$ cat config.mk
export PLATFORM = sky130hd
export DESIGN_NAME = fir_ctrl_seq_flat
export DESIGN_NICKNAME = d
export VERILOG_FILES = /design/src/rtl/fir_ctrl_pkg.sv /design/src/rtl/fir_ctrl_seq_if.sv /design/src/rtl/fir_ctrl_seq.sv /design/src/flat_wrapper.sv
export SDC_FILE = /design/constraint.sdc
export NUM_CORES = 1
export LEC_CHECK = 0
export BUFFER_PORTS_ARGS = -buffer_cell sky130_fd_sc_hd__buf_2
export CAP_MARGIN = 20
export CORE_MARGIN = 2
export CORE_UTILIZATION = 45
export DETAILED_ROUTE_END_ITERATION = 16
export PLACE_DENSITY = 0.78
export SYNTH_ARGS = -nofsm -noshare
export SYNTH_HDL_FRONTEND = slang
export SYNTH_SLANG_ARGS = --single-unit
$ cat constraint.sdc
create_clock -name iClk12M -period 2 [get_ports iClk12M]
set_input_delay 0.1 -clock iClk12M [delete_from_list [all_inputs] [get_ports iClk12M]]
set_output_delay 0.1 -clock iClk12M [all_outputs]
set_load 0.05 [all_outputs]
$ cat src/rtl/fir_ctrl_pkg.sv
// Shared definitions for the FIR control sequencer: phase lengths,
// state encoding and the coefficient RAM address layout {bank, idx}.
package fir_ctrl_pkg;

    localparam int NUM_TAPS  = 10;  // taps per bank, also words per bank load
    localparam int NUM_BANKS = 4;
    localparam int RUN_LEN   = 13;  // busy cycles of one filter pass
    localparam int TAIL_LEN  = 2;   // flag-high cycles after the last write
    localparam int GAP_LEN   = 3;   // flag-low cycles before the load completes

    localparam int CNT_W  = 4;                   // shared phase counter width
    localparam int BANK_W = $clog2(NUM_BANKS);   // bank field of the address

    typedef enum logic [2:0] {
        IDLE     = 3'd0,
        RUN      = 3'd1,
        UPD_FLAG = 3'd2,
        UPD_WR   = 3'd3,
        UPD_TAIL = 3'd4,
        UPD_GAP  = 3'd5
    } seqState_t;

    // Coefficient RAM address: bank in the upper bits, tap index below.
    function automatic logic [BANK_W+CNT_W-1:0] ramAddr(
        input logic [BANK_W-1:0] bank,
        input logic [CNT_W-1:0]  idx
    );
        return {bank, idx};
    endfunction

endpackage

$ cat src/rtl/fir_ctrl_seq_if.sv
// Bundle of everything fir_ctrl_seq exchanges with its surroundings except
// clock and reset: sample/bank controls, the load request, the coefficient
// stream and the control/RAM signals that drive ReConf_FirFilter.
//
// Coefficient stream handshake: a beat transfers on a rising clock edge where
// iCoeffValid and oCoeffReady are both high. oCoeffReady depends only on the
// sequencer phase, never on iCoeffValid; the source may raise or drop
// iCoeffValid in any cycle and must keep iCoeffData stable while valid is
// high and ready is low.
interface fir_ctrl_seq_if #(
    parameter int ADDR_W = 6,
    parameter int DATA_W = 16
);
    import fir_ctrl_pkg::*;

    // Inputs to the sequencer
    logic              iEnSample600k;
    logic [1:0]        iBankSel;
    logic              iUpdReq;
    logic [1:0]        iUpdBank;
    logic              iCoeffValid;
    logic [DATA_W-1:0] iCoeffData;

    // Sequencer status
    logic              oCoeffReady;
    logic              oUpdAck;
    logic              oUpdDone;
    logic              oOverrun;
    logic              oBusy;

    // Filter control / RAM signals
    logic              oCoeffUpdateFlag;
    logic              oCsnRam;
    logic              oWrnRam;
    logic              oEnMul;
    logic              oEnAddAcc;
    logic [ADDR_W-1:0] oAddrRam;
    logic [DATA_W-1:0] oWtDtRam;

    // Current FSM state, for observation only
    seqState_t         dbgState;

    // The sequencer side
    modport master (
        input  iEnSample600k, iBankSel, iUpdReq, iUpdBank, iCoeffValid, iCoeffData,
        output oCoeffReady, oUpdAck, oUpdDone, oOverrun, oBusy,
        output oCoeffUpdateFlag, oCsnRam, oWrnRam, oEnMul, oEnAddAcc,
        output oAddrRam, oWtDtRam, dbgState
    );

    // The environment side: sample timing, load requester, coefficient source
    modport slave (
        output iEnSample600k, iBankSel, iUpdReq, iUpdBank, iCoeffValid, iCoeffData,
        input  oCoeffReady, oUpdAck, oUpdDone, oOverrun, oBusy,
        input  oCoeffUpdateFlag, oCsnRam, oWrnRam, oEnMul, oEnAddAcc,
        input  oAddrRam, oWtDtRam, dbgState
    );

endinterface

$ cat src/rtl/fir_ctrl_seq.sv
// Control sequencer for ReConf_FirFilter. On each sample strobe it runs one
// 10-tap pass (RAM read, multiply enable, accumulate enable) over a selected
// coefficient bank; on request it loads one bank through the filter's
// coefficient-update protocol (flag, writes, tail, gap). All outputs are
// registered.
module fir_ctrl_seq #(
    parameter int NUM_TAPS = fir_ctrl_pkg::NUM_TAPS,
    parameter int ADDR_W   = 6,
    parameter int DATA_W   = 16
) (
    input  logic           iClk12M,
    input  logic           iRst,
    fir_ctrl_seq_if.master bus
);
    import fir_ctrl_pkg::*;

    // Counter values that mark phase boundaries
    localparam logic [CNT_W-1:0] CNT_ONE   = CNT_W'(1);
    localparam logic [CNT_W-1:0] TAP_LAST  = CNT_W'(NUM_TAPS - 1);
    localparam logic [CNT_W-1:0] RUN_LAST  = CNT_W'(RUN_LEN - 1);
    localparam logic [CNT_W-1:0] MUL_FIRST = CNT_W'(1);
    localparam logic [CNT_W-1:0] MUL_LAST  = CNT_W'(NUM_TAPS);
    localparam logic [CNT_W-1:0] ACC_FIRST = CNT_W'(2);
    localparam logic [CNT_W-1:0] ACC_LAST  = CNT_W'(NUM_TAPS + 1);
    localparam logic [CNT_W-1:0] TAIL_LAST = CNT_W'(TAIL_LEN - 1);
    localparam logic [CNT_W-1:0] GAP_LAST  = CNT_W'(GAP_LEN - 1);

    seqState_t         state, stateNext;
    logic [CNT_W-1:0]  cnt, cntNext;      // shared by RUN / UPD_WR / UPD_TAIL / UPD_GAP
    logic [BANK_W-1:0] bank, bankNext;    // bank latched for the current pass or load

    logic strobe;    // sample strobe this cycle
    logic runEnd;    // last cycle of a filter pass
    logic gapEnd;    // last cycle of a load
    logic decide;    // cycle in which a new strobe or load request may be accepted
    logic beat;      // coefficient word transferred this cycle

    // Next values of the registered outputs
    logic              readyD, ackD, doneD, overrunD, busyD;
    logic              flagD, csnD, wrnD, enMulD, enAddAccD;
    logic [ADDR_W-1:0] addrD;
    logic [DATA_W-1:0] dataD;

    assign strobe = bus.iEnSample600k;
    assign runEnd = (state == RUN)     && (cnt == RUN_LAST);
    assign gapEnd = (state == UPD_GAP) && (cnt == GAP_LAST);
    // The edge that finishes a pass or a load behaves exactly like IDLE, so a
    // strobe or request landing there is served without a lost cycle.
    assign decide = (state == IDLE) || runEnd || gapEnd;
    // oCoeffReady is registered as "next state is UPD_WR", so it is high in
    // exactly the cycles where state is UPD_WR.
    assign beat   = (state == UPD_WR) && bus.iCoeffValid;

    assign bus.dbgState = state;

    // State, counter, bank and output registers
    always_ff @(posedge iClk12M) begin
        if (iRst) begin
            state                <= IDLE;
            cnt                  <= '0;
            bank                 <= '0;
            bus.oCoeffReady      <= 1'b0;
            bus.oUpdAck          <= 1'b0;
            bus.oUpdDone         <= 1'b0;
            bus.oOverrun         <= 1'b0;
            bus.oBusy            <= 1'b0;
            bus.oCoeffUpdateFlag <= 1'b0;
            bus.oCsnRam          <= 1'b1;
            bus.oWrnRam          <= 1'b1;
            bus.oEnMul           <= 1'b0;
            bus.oEnAddAcc        <= 1'b0;
            bus.oAddrRam         <= '0;
            bus.oWtDtRam         <= '0;
        end else begin
            state                <= stateNext;
            cnt                  <= cntNext;
            bank                 <= bankNext;
            bus.oCoeffReady      <= readyD;
            bus.oUpdAck          <= ackD;
            bus.oUpdDone         <= doneD;
            bus.oOverrun         <= overrunD;
            bus.oBusy            <= busyD;
            bus.oCoeffUpdateFlag <= flagD;
            bus.oCsnRam          <= csnD;
            bus.oWrnRam          <= wrnD;
            bus.oEnMul           <= enMulD;
            bus.oEnAddAcc        <= enAddAccD;
            bus.oAddrRam         <= addrD;
            bus.oWtDtRam         <= dataD;
        end
    end

    // Next state: phase progression, then strobe/request arbitration at decision points
    always_comb begin
        stateNext = state;
        cntNext   = cnt;
        bankNext  = bank;

        case (state)
            IDLE: begin
                cntNext = '0;
            end
            RUN: begin
                cntNext = cnt + CNT_ONE;
            end
            UPD_FLAG: begin
                stateNext = UPD_WR;
                cntNext   = '0;
            end
            UPD_WR: begin
                if (beat) begin
                    if (cnt == TAP_LAST) begin
                        stateNext = UPD_TAIL;
                        cntNext   = '0;
                    end else begin
                        cntNext = cnt + CNT_ONE;
                    end
                end
            end
            UPD_TAIL: begin
                if (cnt == TAIL_LAST) begin
                    stateNext = UPD_GAP;
                    cntNext   = '0;
                end else begin
                    cntNext = cnt + CNT_ONE;
                end
            end
            UPD_GAP: begin
                cntNext = cnt + CNT_ONE;
            end
            default: begin
                stateNext = IDLE;
                cntNext   = '0;
            end
        endcase

        // Sample strobe has priority; a simultaneous request stays pending.
        if (decide) begin
            cntNext = '0;
            if (strobe) begin
                stateNext = RUN;
                bankNext  = bus.iBankSel;
            end else if (bus.iUpdReq) begin
                stateNext = UPD_FLAG;
                bankNext  = bus.iUpdBank;
            end else begin
                stateNext = IDLE;
            end
        end
    end

    // Output decode: filter controls from the current phase, status from the decision
    always_comb begin
        flagD     = 1'b0;
        csnD      = 1'b1;
        wrnD      = 1'b1;
        enMulD    = 1'b0;
        enAddAccD = 1'b0;
        addrD     = ADDR_W'(ramAddr(bank, CNT_W'(0)));
        dataD     = '0;

        ackD      = decide && !strobe && bus.iUpdReq;
        doneD     = gapEnd;
        overrunD  = strobe && !decide;
        busyD     = (stateNext != IDLE);
        readyD    = (stateNext == UPD_WR);

        case (state)
            RUN: begin
                // Read taps 0..9; multiply trails the read by one cycle and
                // accumulate trails it by two.
                if (cnt <= TAP_LAST) begin
                    csnD  = 1'b0;
                    addrD = ADDR_W'(ramAddr(bank, cnt));
                end
                enMulD    = (cnt >= MUL_FIRST) && (cnt <= MUL_LAST);
                enAddAccD = (cnt >= ACC_FIRST) && (cnt <= ACC_LAST);
            end
            UPD_FLAG: begin
                flagD = 1'b1;
            end
            UPD_WR: begin
                flagD = 1'b1;
                if (beat) begin
                    csnD  = 1'b0;
                    wrnD  = 1'b0;
                    addrD = ADDR_W'(ramAddr(bank, cnt));
                    dataD = bus.iCoeffData;
                end else begin
                    // Stall: keep the address where it was, no RAM access.
                    addrD = bus.oAddrRam;
                end
            end
            UPD_TAIL: begin
                flagD = 1'b1;
                addrD = '0;
            end
            default: begin
            end
        endcase
    end

endmodule
$ cat src/flat_wrapper.sv
// flat-port wrapper written by rule: the top's interface ports become plain ports
module fir_ctrl_seq_flat import fir_ctrl_pkg::*;
#(
    parameter int NUM_TAPS = fir_ctrl_pkg::NUM_TAPS,
    parameter int ADDR_W   = 6,
    parameter int DATA_W   = 16
)
  (iClk12M, iRst, bus_iEnSample600k, bus_iBankSel, bus_iUpdReq, bus_iUpdBank, bus_iCoeffValid, bus_iCoeffData, bus_oCoeffReady, bus_oUpdAck, bus_oUpdDone, bus_oOverrun, bus_oBusy, bus_oCoeffUpdateFlag, bus_oCsnRam, bus_oWrnRam, bus_oEnMul, bus_oEnAddAcc, bus_oAddrRam, bus_oWtDtRam, bus_dbgState);
  fir_ctrl_seq_if #(.ADDR_W(ADDR_W), .DATA_W(DATA_W)) bus_i ();
  input  logic iClk12M;
  input  logic iRst;
  input wire logic [$bits(bus_i.iEnSample600k)-1:0] bus_iEnSample600k;
  input wire logic [$bits(bus_i.iBankSel)-1:0] bus_iBankSel;
  input wire logic [$bits(bus_i.iUpdReq)-1:0] bus_iUpdReq;
  input wire logic [$bits(bus_i.iUpdBank)-1:0] bus_iUpdBank;
  input wire logic [$bits(bus_i.iCoeffValid)-1:0] bus_iCoeffValid;
  input wire logic [$bits(bus_i.iCoeffData)-1:0] bus_iCoeffData;
  output wire logic [$bits(bus_i.oCoeffReady)-1:0] bus_oCoeffReady;
  output wire logic [$bits(bus_i.oUpdAck)-1:0] bus_oUpdAck;
  output wire logic [$bits(bus_i.oUpdDone)-1:0] bus_oUpdDone;
  output wire logic [$bits(bus_i.oOverrun)-1:0] bus_oOverrun;
  output wire logic [$bits(bus_i.oBusy)-1:0] bus_oBusy;
  output wire logic [$bits(bus_i.oCoeffUpdateFlag)-1:0] bus_oCoeffUpdateFlag;
  output wire logic [$bits(bus_i.oCsnRam)-1:0] bus_oCsnRam;
  output wire logic [$bits(bus_i.oWrnRam)-1:0] bus_oWrnRam;
  output wire logic [$bits(bus_i.oEnMul)-1:0] bus_oEnMul;
  output wire logic [$bits(bus_i.oEnAddAcc)-1:0] bus_oEnAddAcc;
  output wire logic [$bits(bus_i.oAddrRam)-1:0] bus_oAddrRam;
  output wire logic [$bits(bus_i.oWtDtRam)-1:0] bus_oWtDtRam;
  output wire logic [$bits(bus_i.dbgState)-1:0] bus_dbgState;
  assign bus_i.iEnSample600k = bus_iEnSample600k;
  assign bus_i.iBankSel = bus_iBankSel;
  assign bus_i.iUpdReq = bus_iUpdReq;
  assign bus_i.iUpdBank = bus_iUpdBank;
  assign bus_i.iCoeffValid = bus_iCoeffValid;
  assign bus_i.iCoeffData = bus_iCoeffData;
  assign bus_oCoeffReady = bus_i.oCoeffReady;
  assign bus_oUpdAck = bus_i.oUpdAck;
  assign bus_oUpdDone = bus_i.oUpdDone;
  assign bus_oOverrun = bus_i.oOverrun;
  assign bus_oBusy = bus_i.oBusy;
  assign bus_oCoeffUpdateFlag = bus_i.oCoeffUpdateFlag;
  assign bus_oCsnRam = bus_i.oCsnRam;
  assign bus_oWrnRam = bus_i.oWrnRam;
  assign bus_oEnMul = bus_i.oEnMul;
  assign bus_oEnAddAcc = bus_i.oEnAddAcc;
  assign bus_oAddrRam = bus_i.oAddrRam;
  assign bus_oWtDtRam = bus_i.oWtDtRam;
  assign bus_dbgState = bus_i.dbgState;
  fir_ctrl_seq #(.NUM_TAPS(NUM_TAPS), .ADDR_W(ADDR_W), .DATA_W(DATA_W)) u_core (.iClk12M(iClk12M), .iRst(iRst), .bus(bus_i));
endmodule
# Word-level counts from Yosys, hierarchy flattened
# Index checks and enable logic that the tools add are counted.
# word_totals
reg_bits	41
out_inout_bits	35
word_cells	78
# op_classes
addsub	1
order_cmp	5
n_eq_ne	11
n_mux	20
bitwise	3
n_reduce_logical	23
# op_table
op	count
$pmux W6 S3	1
$mux W4	4
$mux W3	5
$le A4 B4 Y1 const B	3
$pmux W3 S4	1
$pmux W4 S3	1
$eq A3 B2 Y1 const B	3
$reduce_or A3 Y1	3
$eq A4 B4 Y1 const B	2
$logic_and A1 B1 Y1	8
$reduce_or A2 Y1	4
$eq A3 B3 Y1 const B	2
$mux W2	3
$mux W6	1
$add A4 B1 Y4 const B	1
$eq A4 B1 Y1 const B	1
$eq A4 B2 Y1 const B	1
$ge A4 B1 Y1 const B	1
$ge A4 B2 Y1 const B	1
$eq A3 B1 Y1 const B	1
$logic_not A3 Y1	1
$mux W1	3
$not A1 Y1	3
$reduce_bool A3 Y1	1
6 further kinds	8

# Depth between registers and ports, before layout
# depth
ltp_word	6
ltp_mapped	6

# Worst setup path before layout
# No wires, ideal clock.
# synth_path
path_kind	register -> register
start	register u_core.state[0], in the netlist u_core.bus.dbgState[0]
end	register u_core.bus.oAddrRam[0]
t_arrival_ns	1.709
required_time_ns	1.883
setup_slack_ns	0.174
stages_incl_launch_ff	5
path_buffers	0
cell_sequence	dfxtp_1 > nand2b_1 > or3b_4 > and3_4 > a22o_1
# synth_via
elab_chain_cells	3
elab_cells_between_ends	6
cone_classes	eq/ne (4); mux (1); reduce/logical (1)
# synth_lines
element	line	source
start, declared	fir_ctrl_seq.sv:28	seqState_t state, stateNext;
start signal, assigned	fir_ctrl_seq.sv:75	state <= stateNext;
$eq A3 B2 Y1	fir_ctrl_seq.sv:52, fir_ctrl_seq.sv:168	
$logic_and A1 B1 Y1	fir_ctrl_seq.sv:52	assign beat = (state == UPD_WR) && bus.iCoeffValid;
$ne A2 B1 Y1 (no line)	--	
end signal, assigned	fir_ctrl_seq.sv:88	bus.oAddrRam <= addrD;
end, declared	fir_ctrl_seq_if.sv:48	output oAddrRam, oWtDtRam, dbgState
# Parallel ways exist; a longest one is shown, timed or not.
# A chain may end at the register's enable or synchronous reset.

# Worst setup path after layout
# layout_path
start	register u_core.cnt[0]
end	register u_core.bus.oBusy
# layout_via
elab_chain_cells	6
elab_cells_between_ends	14
cone_classes	eq/ne (4); mux (5); reduce/logical (5)
# layout_lines
element	line	source
start, declared	fir_ctrl_seq.sv:29	logic [CNT_W-1:0] cnt, cntNext;
start signal, assigned	fir_ctrl_seq.sv:76	cnt <= cntNext;
$eq A4 B4 Y1 (on tied branches)	fir_ctrl_seq.sv:112, fir_ctrl_seq.sv:45	
$mux W3 or $logic_and A1 B1 Y1 (tied branches)	fir_ctrl_seq.sv:112, fir_ctrl_seq.sv:45	
$mux W3 or $logic_or A1 B1 Y1 (tied branches)	fir_ctrl_seq.sv:111, fir_ctrl_seq.sv:49	
$pmux W3 S4 or $logic_or A1 B1 Y1 (tied branches)	fir_ctrl_seq.sv:99, fir_ctrl_seq.sv:49	
$mux W3 *	fir_ctrl_seq.sv:138	if (decide) begin
$reduce_bool A3 Y1 *	fir_ctrl_seq.sv:165	busyD = (stateNext != IDLE);
end signal, assigned	fir_ctrl_seq.sv:82	bus.oBusy <= busyD;
end, declared	fir_ctrl_seq_if.sv:46	output oCoeffReady, oUpdAck, oUpdDone, oOverrun, oBusy,
# Mark *: on every way between the ends. The rest lies on a longest branch, timed or not.

==> reports/results.txt <==
status: complete, no violations
grt total ovfl: 0
worst clock skew: 10.7 ps
First-pass DRT Iterations: 4
Clock Tree Buf Depth: 2
Starting Density: 48.1%
dominant cells by area after synthesis: dfxtp_1, and2_1, ha_1
Seq cells post-synth: 41
Reg clk slew, reported paths: 130 ps
PortBufs: 59
CP max stage cell: dfxtp_1
final worst path period share: 93.4%
Layout area overhead: 35.8%
row cnt: 21
largest net degree at the start of global routing: 18
RSZ-0062 raised after global routing: false
routed len/inst: 13.0 um
ys flop type: dfxtp_1
# resized after CTS: 0
Worst-Skew Late Latency: 350 ps
most common library cells after synthesis: dfxtp_1, and2_1, a21oi_1
post-synth top area share: 50.0%
critical path, cell by cell: inv_1, ha_1, and4b_1, nor4b_1, or3_1, nand4b_1
initial antenna violation count: 0
total power: 1.70 mW
layout cells sized above 1: 32.1%
clock root buffer: clkbuf_4
vias post-DR: 1468
Num CTS Buffers: 5
final core utilization: 65.3%
H-tree level count: 2
number of synthesized flops with an enable pin: 0
Synth Area per Inst: 9.84 sq um
CP max FO: 7
CP top delay family: simple AND/OR/NAND/NOR gates
Setup Crit Path Kind: reg2reg
final setup margin: 133 ps
WP buf/inv: 1
DRC violations left: 0
Slew Limit Headroom: 67.9%
syn_nets: 197
Cell variety after synth: 46
vias in the first global route: 1378
Worst Setup Start Kind: register
Final Hold Vio Count: 0
Post-synth ARST share: 0%
Post-Layout Cell Count: 292
Die Wd: 64.4 um
crit path capture type: register
Max-cap violations: 0
Arr. time, crit path: 2100 ps
antenna cell count: 0
Post-CTS Setup Inserts: 0
global-route total usage across every layer: 19.9%
final setup TNS: 0 ps
fin. max-slew vios: 0
Placer Congestion: 0.956
fin crit period: 1870 ps
Detail Placement HPWL: 2.51 mm
IO Pins: 60
hold crit path type: in2reg
Synth area leader: dfxtp_1
Iter 0 DRT Violations: 53
Worst EP required: 2240 ps
CTS tree: yes
Post-Syn Area: 1640 sq um
Worst VDD drop: 619 uV
Post-Synthesis Cells: 167
Die Y: 64.4 um
Hold-fix buffers, CTS: 16
Slew @ Worst Pin: 470 ps
PwrDens: 762 nW/um^2
clk sinks: 41
Seq/Total Area, Yosys: 50.0%
Leakage: 1.04 nW
total routed wirelength: 3.79 mm
FMAX: 536 MHz
top-count cell post-synth: dfxtp_1
core box area: 3420 sq um
Post-DRT Antenna Nets: 0
worst slack, placed: 185 ps
Critical Path Max Stage Delay: 470 ps
die area: 4150 sq um
placed cells: 268
final setup fails: 0
Avg Vias per Cell: 5.03
nets: 275
YS warnings: 0
first-pass GRT wire length: 6.25 mm
## area by class of cell
type	instances	area, sq um
Inverter	11	41.3
Tap cell	46	57.6
Timing Repair Buffer	79	485
Multi-Input combinational cell	107	737
Clock buffer	6	51.3
Clock inverter	2	37.5
Sequential cell	41	821
Fill cell	295	1180
## cells by family (layout without fill, tap and decap cells)
family | Yosys count | in the layout | share of synthesized area [%]
AND/OR/NAND/NOR | 67 | 67 | 24.7
buffers and inverters | 19 | 98 | 5.18
flip-flops | 41 | 41 | 50.0
adder cells (fa/ha/maj) | 5 | 5 | 3.81
AO/OA/AOI/OAI | 35 | 35 | 16.4
## metrics by stage
stage	cell area, sq um	hold slack [ps]
5_1_grt	2230	46.7
2_1_floorplan	1640	180
3_5_place_dp	1980	303
3_3_place_gp	1980	300
4_1_cts	2230	12.5
6_report	2230	28.9
## worst register-to-register path, delay by kind of cell (launching register included)
kind,cells,cell delay (ps)
AND/OR/NAND/NOR,4,920
flip-flops,1,470
adder cells (fa/ha/maj),1,230
buffers and inverters,1,130
## worst paths after layout
path	from	to	slack (ps)	cells after the start
worst min-delay path	bus_iCoeffValid	u_core.bus.oCoeffReady	30	2
worst max register to register	u_core.cnt[0]	u_core.bus.oBusy	130	6
worst min register to register	u_core.bank[0]	u_core.bank[0]	480	2
worst max-delay path	u_core.cnt[0]	u_core.bus.oBusy	130	6
## layout by cell type, fill, tap and decap left out, drive strengths merged, types with 2 or more instances in the layout
cell         Yosys  final
a211o            2      2
a21oi           12     12
a221oi           2      2
a22o             3      3
a22oi            3      3
a31oi            2      2
and2            17     17
and3             2      2
and4b            2      2
buf              6     63
clkbuf           2      6
dfxtp           41     41
dlygate4sd3      0     16
ha               5      5
inv             11     11
nand2            9      9
nand2b           4      4
nand3            4      4
nor2            10     10
nor2b            5      5
nor3             2      2
o21ai            3      3
o22ai            2      2
or3b             2      2
## per-layer routing
layer	routed length, um	vias to the layer above	global-route usage, %
li1	-	734	-
met5	0	-	0
met1	1740	666	24.4
met2	1730	60	33.5
met3	254	8	4.17
met4	66	0	9.04
## where the power goes
part           switching [mW]  leakage [nW]  internal (mW)  total [mW]
sequential             0.0228         0.333          0.844       0.867
clock                   0.269        0.0445          0.297       0.566
combinational           0.161         0.661          0.108       0.269
## registers in the layout, indices dropped and copies added, names as in the netlist
| signal | count |
|---|---|
| u_core.cnt | 4 |
| u_core.bank | 2 |
| u_core.bus.oCoeffUpdateFlag | 1 |
| u_core.bus.oEnMul | 1 |
| u_core.bus.oOverrun | 1 |
| u_core.bus.oEnAddAcc | 1 |
| u_core.bus.oUpdDone | 1 |
| u_core.bus.oWrnRam | 1 |
| u_core.bus.oAddrRam | 6 |
| u_core.bus.oBusy | 1 |
| u_core.bus.dbgState | 3 |
| u_core.bus.oWtDtRam | 16 |
| u_core.bus.oUpdAck | 1 |
| u_core.bus.oCsnRam | 1 |
| u_core.bus.oCoeffReady | 1 |
No activity file was read; power rests on OpenSTA's default activity.
